**src/rtl/parking_gate_ctrl.sv**
```systemverilog
// ---------------------------------------------------------------------------
// parking_gate_ctrl
// Entrance-gate controller for a multi-slot car park. Runs the password
// entry FSM, counts wrong attempts with a timed lockout, tracks lot
// occupancy and drives the lamps, barrier strobe and two 7-seg digits.
//
// Ports
//   clk              clock
//   reset_n          asynchronous, active-low reset
//   sensor_entrance  car present at entry barrier
//   sensor_exit      car passed through entry barrier
//   car_leave        one-cycle pulse, a car left via the exit lane
//   password         keypad value, sampled only with pw_valid
//   pw_valid         one-cycle strobe, password is presented
//   GREEN_LED        green lamp
//   RED_LED          red lamp
//   gate_open        barrier lift command
//   occupancy        cars currently parked
//   full             occupancy == CAPACITY (combinational)
//   locked           controller is in LOCKOUT
//   HEX_1, HEX_2     active-low 7-seg digits, bit order gfedcba
//
// State     | meaning
// ----------+-------------------------------------------------------------
// IDLE      | waiting for a car at the entry barrier
// WAIT_PW   | car present, waiting for a password (times out)
// WRONG_PW  | last password was wrong, waiting for another attempt
// RIGHT_PW  | password accepted, barrier open until the car passes
// STOP      | tailgate detected, barrier held until a correct password
// LOCKOUT   | too many wrong attempts, inputs ignored for a fixed time
// ---------------------------------------------------------------------------
module parking_gate_ctrl #(
    parameter int                     PW_WIDTH    = 4,
    parameter logic [PW_WIDTH-1:0]    PASSWORD    = 4'b0110,
    parameter int                     CAPACITY    = 8,
    parameter int                     CNT_W       = 4,
    parameter int                     TIMEOUT     = 16,
    parameter int                     MAX_TRIES   = 3,
    parameter int                     LOCK_CYCLES = 32,
    parameter int                     BLINK_DIV   = 2
) (
    input  logic                clk,
    input  logic                reset_n,
    input  logic                sensor_entrance,
    input  logic                sensor_exit,
    input  logic                car_leave,
    input  logic [PW_WIDTH-1:0] password,
    input  logic                pw_valid,
    output logic                GREEN_LED,
    output logic                RED_LED,
    output logic                gate_open,
    output logic [CNT_W-1:0]    occupancy,
    output logic                full,
    output logic                locked,
    output logic [6:0]          HEX_1,
    output logic [6:0]          HEX_2
);

    localparam logic [2:0] S_IDLE     = 3'd0;
    localparam logic [2:0] S_WAIT_PW  = 3'd1;
    localparam logic [2:0] S_WRONG_PW = 3'd2;
    localparam logic [2:0] S_RIGHT_PW = 3'd3;
    localparam logic [2:0] S_STOP     = 3'd4;
    localparam logic [2:0] S_LOCKOUT  = 3'd5;

    localparam int WAIT_W  = (TIMEOUT > 1)     ? $clog2(TIMEOUT)     : 1;
    localparam int LOCK_W  = (LOCK_CYCLES > 1) ? $clog2(LOCK_CYCLES) : 1;
    localparam int BLINK_W = (BLINK_DIV > 1)   ? $clog2(BLINK_DIV)   : 1;
    localparam int TRY_W   = $clog2(MAX_TRIES + 1);

    localparam logic [WAIT_W-1:0]  WAIT_LOAD  = WAIT_W'(TIMEOUT - 1);
    localparam logic [LOCK_W-1:0]  LOCK_LOAD  = LOCK_W'(LOCK_CYCLES - 1);
    localparam logic [BLINK_W-1:0] BLINK_LOAD = BLINK_W'(BLINK_DIV - 1);
    localparam logic [TRY_W-1:0]   TRY_LAST   = TRY_W'(MAX_TRIES - 1);
    localparam logic [CNT_W-1:0]   CAP        = CNT_W'(CAPACITY);

    localparam logic [6:0] SEG_OFF = 7'h7F;
    localparam logic [6:0] SEG_F   = 7'b0001110;
    localparam logic [6:0] SEG_U   = 7'b1000001;
    localparam logic [6:0] SEG_E   = 7'b0000110;
    localparam logic [6:0] SEG_N   = 7'b0101011;
    localparam logic [6:0] SEG_6   = 7'b0000010;
    localparam logic [6:0] SEG_0   = 7'b1000000;
    localparam logic [6:0] SEG_5   = 7'b0010010;
    localparam logic [6:0] SEG_P   = 7'b0001100;
    localparam logic [6:0] SEG_L   = 7'b1000111;
    localparam logic [6:0] SEG_O   = 7'b0100011;

    logic [2:0]         state;
    logic [2:0]         state_next;
    logic [WAIT_W-1:0]  wait_cnt;
    logic [LOCK_W-1:0]  lock_cnt;
    logic [BLINK_W-1:0] blink_cnt;
    logic               blink;
    logic [TRY_W-1:0]   tries;

    logic pw_ok;
    logic pw_bad;
    logic tries_hit;
    logic try_inc;
    logic try_clr;
    logic occ_inc;

    assign pw_ok     = pw_valid && (password == PASSWORD);
    assign pw_bad    = pw_valid && (password != PASSWORD);
    // The attempt being counted now is the one that reaches MAX_TRIES.
    assign tries_hit = (tries >= TRY_LAST);
    assign full      = (occupancy == CAP);

    always_comb begin
        state_next = state;
        try_inc    = 1'b0;
        try_clr    = 1'b0;
        occ_inc    = 1'b0;
        case (state)
            S_IDLE: begin
                if (sensor_entrance && !full) state_next = S_WAIT_PW;
            end
            S_WAIT_PW: begin
                if (pw_ok) begin
                    state_next = S_RIGHT_PW;
                end else if (pw_bad) begin
                    try_inc    = 1'b1;
                    state_next = tries_hit ? S_LOCKOUT : S_WRONG_PW;
                end else if (wait_cnt == '0) begin
                    state_next = S_IDLE;
                end
            end
            S_WRONG_PW: begin
                if (pw_ok) begin
                    state_next = S_RIGHT_PW;
                end else if (pw_bad) begin
                    try_inc = 1'b1;
                    if (tries_hit) state_next = S_LOCKOUT;
                end
            end
            S_LOCKOUT: begin
                if (lock_cnt == '0) begin
                    state_next = S_IDLE;
                    try_clr    = 1'b1;
                end
            end
            S_RIGHT_PW: begin
                if (sensor_entrance && sensor_exit) begin
                    state_next = S_STOP;
                end else if (sensor_exit) begin
                    state_next = S_IDLE;
                    occ_inc    = 1'b1;
                end
            end
            S_STOP: begin
                if (pw_ok) state_next = S_RIGHT_PW;
            end
            default: state_next = S_IDLE;
        endcase
        if ((state_next == S_RIGHT_PW) && (state != S_RIGHT_PW)) try_clr = 1'b1;
    end

    always_ff @(posedge clk or negedge reset_n) begin
        if (!reset_n) begin
            state <= S_IDLE;
            tries <= '0;
        end else begin
            state <= state_next;
            if (try_clr)      tries <= '0;
            else if (try_inc) tries <= tries + 1'b1;
        end
    end

    // Wait and lockout timers load on state entry and count down to zero.
    always_ff @(posedge clk or negedge reset_n) begin
        if (!reset_n) begin
            wait_cnt <= '0;
            lock_cnt <= '0;
        end else begin
            if ((state_next == S_WAIT_PW) && (state != S_WAIT_PW))
                wait_cnt <= WAIT_LOAD;
            else if ((state == S_WAIT_PW) && (wait_cnt != '0))
                wait_cnt <= wait_cnt - 1'b1;

            if ((state_next == S_LOCKOUT) && (state != S_LOCKOUT))
                lock_cnt <= LOCK_LOAD;
            else if ((state == S_LOCKOUT) && (lock_cnt != '0))
                lock_cnt <= lock_cnt - 1'b1;
        end
    end

    // Blink restarts from off on every state change so each blinking
    // state begins with a predictable phase.
    always_ff @(posedge clk or negedge reset_n) begin
        if (!reset_n) begin
            blink_cnt <= '0;
            blink     <= 1'b0;
        end else if (state_next != state) begin
            blink_cnt <= BLINK_LOAD;
            blink     <= 1'b0;
        end else if (blink_cnt == '0) begin
            blink_cnt <= BLINK_LOAD;
            blink     <= ~blink;
        end else begin
            blink_cnt <= blink_cnt - 1'b1;
        end
    end

    // A car entering and one leaving on the same edge cancel out.
    always_ff @(posedge clk or negedge reset_n) begin
        if (!reset_n) begin
            occupancy <= '0;
        end else begin
            case ({occ_inc, car_leave})
                2'b10:   if (occupancy != CAP) occupancy <= occupancy + 1'b1;
                2'b01:   if (occupancy != '0)  occupancy <= occupancy - 1'b1;
                default: occupancy <= occupancy;
            endcase
        end
    end

    always_ff @(posedge clk or negedge reset_n) begin
        if (!reset_n) begin
            GREEN_LED <= 1'b0;
            RED_LED   <= 1'b0;
            gate_open <= 1'b0;
            locked    <= 1'b0;
            HEX_1     <= SEG_OFF;
            HEX_2     <= SEG_OFF;
        end else begin
            GREEN_LED <= 1'b0;
            RED_LED   <= 1'b0;
            gate_open <= 1'b0;
            locked    <= 1'b0;
            HEX_1     <= SEG_OFF;
            HEX_2     <= SEG_OFF;
            case (state)
                S_IDLE: begin
                    if (full) begin
                        RED_LED <= 1'b1;
                        HEX_1   <= SEG_F;
                        HEX_2   <= SEG_U;
                    end
                end
                S_WAIT_PW: begin
                    RED_LED <= 1'b1;
                    HEX_1   <= SEG_E;
                    HEX_2   <= SEG_N;
                end
                S_WRONG_PW: begin
                    RED_LED <= blink;
                    HEX_1   <= SEG_E;
                    HEX_2   <= SEG_E;
                end
                S_RIGHT_PW: begin
                    GREEN_LED <= blink;
                    gate_open <= 1'b1;
                    HEX_1     <= SEG_6;
                    HEX_2     <= SEG_0;
                end
                S_STOP: begin
                    RED_LED <= blink;
                    HEX_1   <= SEG_5;
                    HEX_2   <= SEG_P;
                end
                S_LOCKOUT: begin
                    RED_LED <= 1'b1;
                    locked  <= 1'b1;
                    HEX_1   <= SEG_L;
                    HEX_2   <= SEG_O;
                end
                default: begin
                    HEX_1 <= SEG_OFF;
                    HEX_2 <= SEG_OFF;
                end
            endcase
        end
    end

endmodule
```
**config.mk**
```make
export PLATFORM = sky130hd
export DESIGN_NAME = parking_gate_ctrl
export DESIGN_NICKNAME = d
export VERILOG_FILES = /design/src/rtl/parking_gate_ctrl.sv
export SDC_FILE = /design/constraint.sdc
export NUM_CORES = 1
export LEC_CHECK = 0
export CORE_UTILIZATION = 26
export CTS_BUF_LIST = sky130_fd_sc_hd__clkbuf_4 sky130_fd_sc_hd__clkbuf_8
export DETAILED_ROUTE_END_ITERATION = 10
export PLACE_DENSITY = 0.49
export SLEW_MARGIN = 20
export SYNTH_ARGS = -nofsm -noshare
export SYNTH_HDL_FRONTEND = slang
export SYNTH_SLANG_ARGS = --single-unit
```
**constraint.sdc**
```tcl
create_clock -name clk -period 2.1 [get_ports clk]
set_input_delay 0.42 -clock clk [delete_from_list [all_inputs] [get_ports clk]]
set_output_delay 0.42 -clock clk [all_outputs]
set_load 0.01 [all_outputs]
```
==> flow_summary.json <==
{
  "synth-main-ff-cell": "dfrtp_1",
  "design.core.area_mm2": 0.007370,
  "drive_gt1_share_pct": 23.14,
  "critical_path.endpoint_type": "flip-flop",
  "status": "finished, final reports clean",
  "total_power_w": 0.003817,
  "antenna_found_initial": 0,
  "peakVddDrop_mv": 0.3351,
  "critPathKind": "flip-flop to flip-flop",
  "combPwrFrac_pct": 53.3,
  "cts_tree": "built",
  "dieArea_mm2": 0.008114,
  "crit_fanout": 3,
  "clock_latency_ns": 0.28,
  "netlist_area_mm2": 0.002017,
  "worst_path_dominant_cell_family": "simple AND/OR/NAND/NOR gates",
  "preCtsSetupSlack_ns": -0.2020,
  "drtIter0Drc": 77,
  "worstRegToRegCells": 7,
  "crit_arrival_ns": 2.21,
  "post-route-period-util_pct": 94.93,
  "layout.nets": 271,
  "ys_seq_elements": 36,
  "antenna_cells": 0,
  "multi_input_area_mm2": 0.001016,
  "r2r_slack_ns": 0.11,
  "clock_power_share_pct": 13.6,
  "nFillCells": 771,
  "yosysWarningCount": 0,
  "grt_pass1_wl_um": 7755,
  "drt_wl_total_um": 4203,
  "setup_viol_count_final": 0,
  "seqCellArea_um2": 915.9,
  "yosysUniqueCellTypes": 57,
  "ios": 33,
  "synth_edf_count": 0,
  "crit_path_cell_trace": "inv_2, ha_4, or3b_4, a21o_1, a211oi_4, mux2i_1, and3_1",
  "rsz0062_at_grt": "true",
  "switchingPower_w": 0.001434,
  "hold_depth": 1,
  "timing.rr.end": "blink$_DFFE_PN0P_",
  "startpoint_type": "flip-flop",
  "min_to": "blink_cnt$_DFF_PN0_",
  "gp_congestion": 0.7272,
  "yosysSeqAreaShare_pct": 45.41,
  "avgViaCountPerCell": 4.463,
  "track_usage_pct": 11.86,
  "p_sw_share_pct": 37.57,
  "drc": 0,
  "grt_max_degree": 37,
  "die_width_um": 90.08,
  "clockBufferDepth": 2,
  "r2r-start": "wait_cnt[0]$_DFFE_PN0P_",
  "clk_pin_slew_ns": 0.07,
  "max_freq_mhz": 501.6,
  "cts_htree_levels": 2,
  "hold_path.class": "flip-flop to flip-flop",
  "area_growth_pct": 32.32,
  "min-delay-start": "blink_cnt$_DFF_PN0_",
  "post-cts-setup-buffers": 0,
  "worstPathBufferInverterCount": 1,
  "slowest_delay_ns": 0.39,
  "drt_first_pass_iters": 4,
  "slowest_stage": "dfrtp_1",
  "layout_setup_ws_ns": 0.1064,
  "cts.sink_count": 36,
  "crit_required_ns": 2.32,
  "post_drt_wl_per_cell_um": 11.87,
  "grt_pass1_vias": 1591,
  "finalMaxSlewViolations": 0,
  "ant_nets": 0,
  "start_util_pct": 27.37,
  "place_area_mm2": 0.002544,
  "p_int_w": 0.002383,
  "powerDensity_mw_per_mm2": 1430,
  "hpwl_um": 3105,
  "port-buffer-count": 31,
  "num_rows": 31,
  "die_h_um": 90.08,
  "stdcell_area_mm2": 0.002669,
  "cap_violations": 0,
  "vias": 1580,
  "synthArstFlopShare_pct": 100.0,
  "p_leak_nw": 1.160,
  "syn_inst": 206,
  "p_seq_share_pct": 33.1,
  "hold_violations": 0,
  "synth.avg_cell_area_um2": 9.791,
  "numCtsBuffers": 5,
  "clock_skew_ns": 0.004442,
  "grt_overflow": 0,
  "syn_nets": 223,
  "cts-root-buf": "clkbuf_8",
  "min_period_ns": 1.994
}
==> state kept, by name, indices dropped and copies added (netlist names) <==
signal     count
GREEN_LED      1
HEX_1          5
HEX_2          7
RED_LED        1
blink          1
blink_cnt      1
gate_open      1
lock_cnt       5
locked         1
occupancy      4
state          3
tries          2
wait_cnt       4
==> worst register-to-register path, cell delays in order (launching register included) <==
cell and delay, ns:
dfrtp_1 0.39, inv_2 0.09, ha_4 0.13, or3b_4 0.37
a21o_1 0.19, a211oi_4 0.31, mux2i_1 0.27, and3_1 0.18
==> metal layers <==
metal	GRT usage (%)	up-vias	routed length, um
li1	-	802	-
met1	15.37	739	2006
met2	18.96	33	1972
met3	2.623	6	148
met4	5.108	0	76
met5	0	-	0
==> through the flow <==
stage,hold slack (ns),instances,utilization [%],TNS (ns)
after floorplan,0.1244,206,-,0
after global placement,0.4639,346,34.52,-0.3817
after detailed placement,0.4705,346,34.52,-0.5021
after CTS,0.4791,354,35.84,0
after global routing,0.4859,354,36.21,-0.04036
final,0.4735,354,36.21,0
==> placed cells by master (no fill, tap or decap), types with 2 or more instances in the layout <==
cell / instances
a21o_1: 2
a21oi_1: 4
a21oi_2: 2
and3_1: 2
buf_4: 21
clkbuf_4: 2
clkbuf_8: 6
clkdlybuf4s50_1: 30
dfrtp_1: 24
dfstp_2: 12
ha_1: 5
inv_1: 10
inv_2: 2
mux2i_1: 2
nand2_1: 29
nand2b_1: 2
nand3_1: 6
nand3b_1: 2
nor2_1: 23
nor2b_1: 2
nor3_1: 3
nor3b_1: 2
nor3b_2: 3
o211ai_1: 4
o21ai_0: 6
o22ai_1: 2
o31ai_1: 2
or2_1: 2
or3_1: 2
or3b_4: 3
xnor2_1: 9
xor2_1: 3
==> kinds of logic (layout without fill, tap and decap cells) <==
group	Yosys count	in the layout	synth area share, %
AND/OR/NAND/NOR	93	93	26.12
AO/OA/AOI/OAI	31	31	11.35
other	1	1	0.1859
adder cells (fa/ha/maj)	7	7	4.715
multiplexers	3	3	1.551
XOR/XNOR	12	12	5.211
buffers and inverters	23	72	5.459
flip-flops	36	36	45.41
==> cell usage after synthesis, types with 3 or more instances <==
library cell  instances  share of area (%)
a21oi_1               5                1.2
buf_2                 4               0.99
buf_4                 3                1.1
dfrtp_1              24                 30
dfstp_2              12                 16
ha_1                  6                3.7
inv_1                12                2.2
nand2_1              29                5.4
nand3_1               6                1.5
nor2_1               23                4.3
nor3_1                3               0.74
nor3b_1               3                1.1
o211ai_1              4                1.5
o21ai_0               6                1.5
xnor2_1               9                3.9
xor2_1                3                1.3
==> repair_timing <==
action	CTS	global route
gates resized for setup	0	9
hold buffers	0	0
setup endpoints to repair	1	4
cloned	0	0
pin swaps	1	4
==> cell type report <==
class | count | area share, %
clock buffer | 8 | 3.657
sequential | 36 | 34.32
inverter | 12 | 1.688
multi-input combinational | 147 | 38.07
tap | 99 | 4.641
timing repair buffer | 52 | 17.63
==> power by group through the flow <==
stage | Sequential [W] | Combinational (W) | Clock (W)
final | 0.00126 | 0.00203 | 0.000520
after global routing | 0.00132 | 0.00228 | 0.000578
after CTS | 0.00126 | 0.00203 | 0.000547
after detailed placement | 0.00128 | 0.00201 | 0
after global placement | 0.00128 | 0.00201 | 0
after floorplan | 0.00136 | 0.00121 | 0
==> how the worst max path moves through the flow <==
stage | start | end | slack (ns) | cells after the start
global placement | sensor_entrance | occupancy[3]$_DFFE_PN0P_ | -0.17 | 10
finish | wait_cnt[0]$_DFFE_PN0P_ | blink$_DFFE_PN0P_ | 0.11 | 7
CTS | occupancy[1]$_DFFE_PN0P_ | full | 0.004 | 2
floorplan | state[2]$_DFF_PN0_ | occupancy[3]$_DFFE_PN0P_ | 0.08 | 11
detailed placement | sensor_exit | occupancy[3]$_DFFE_PN0P_ | -0.20 | 10
global route | wait_cnt[1]$_DFFE_PN0P_ | blink$_DFFE_PN0P_ | -0.03 | 7
(Power assumes the default switching activity.)
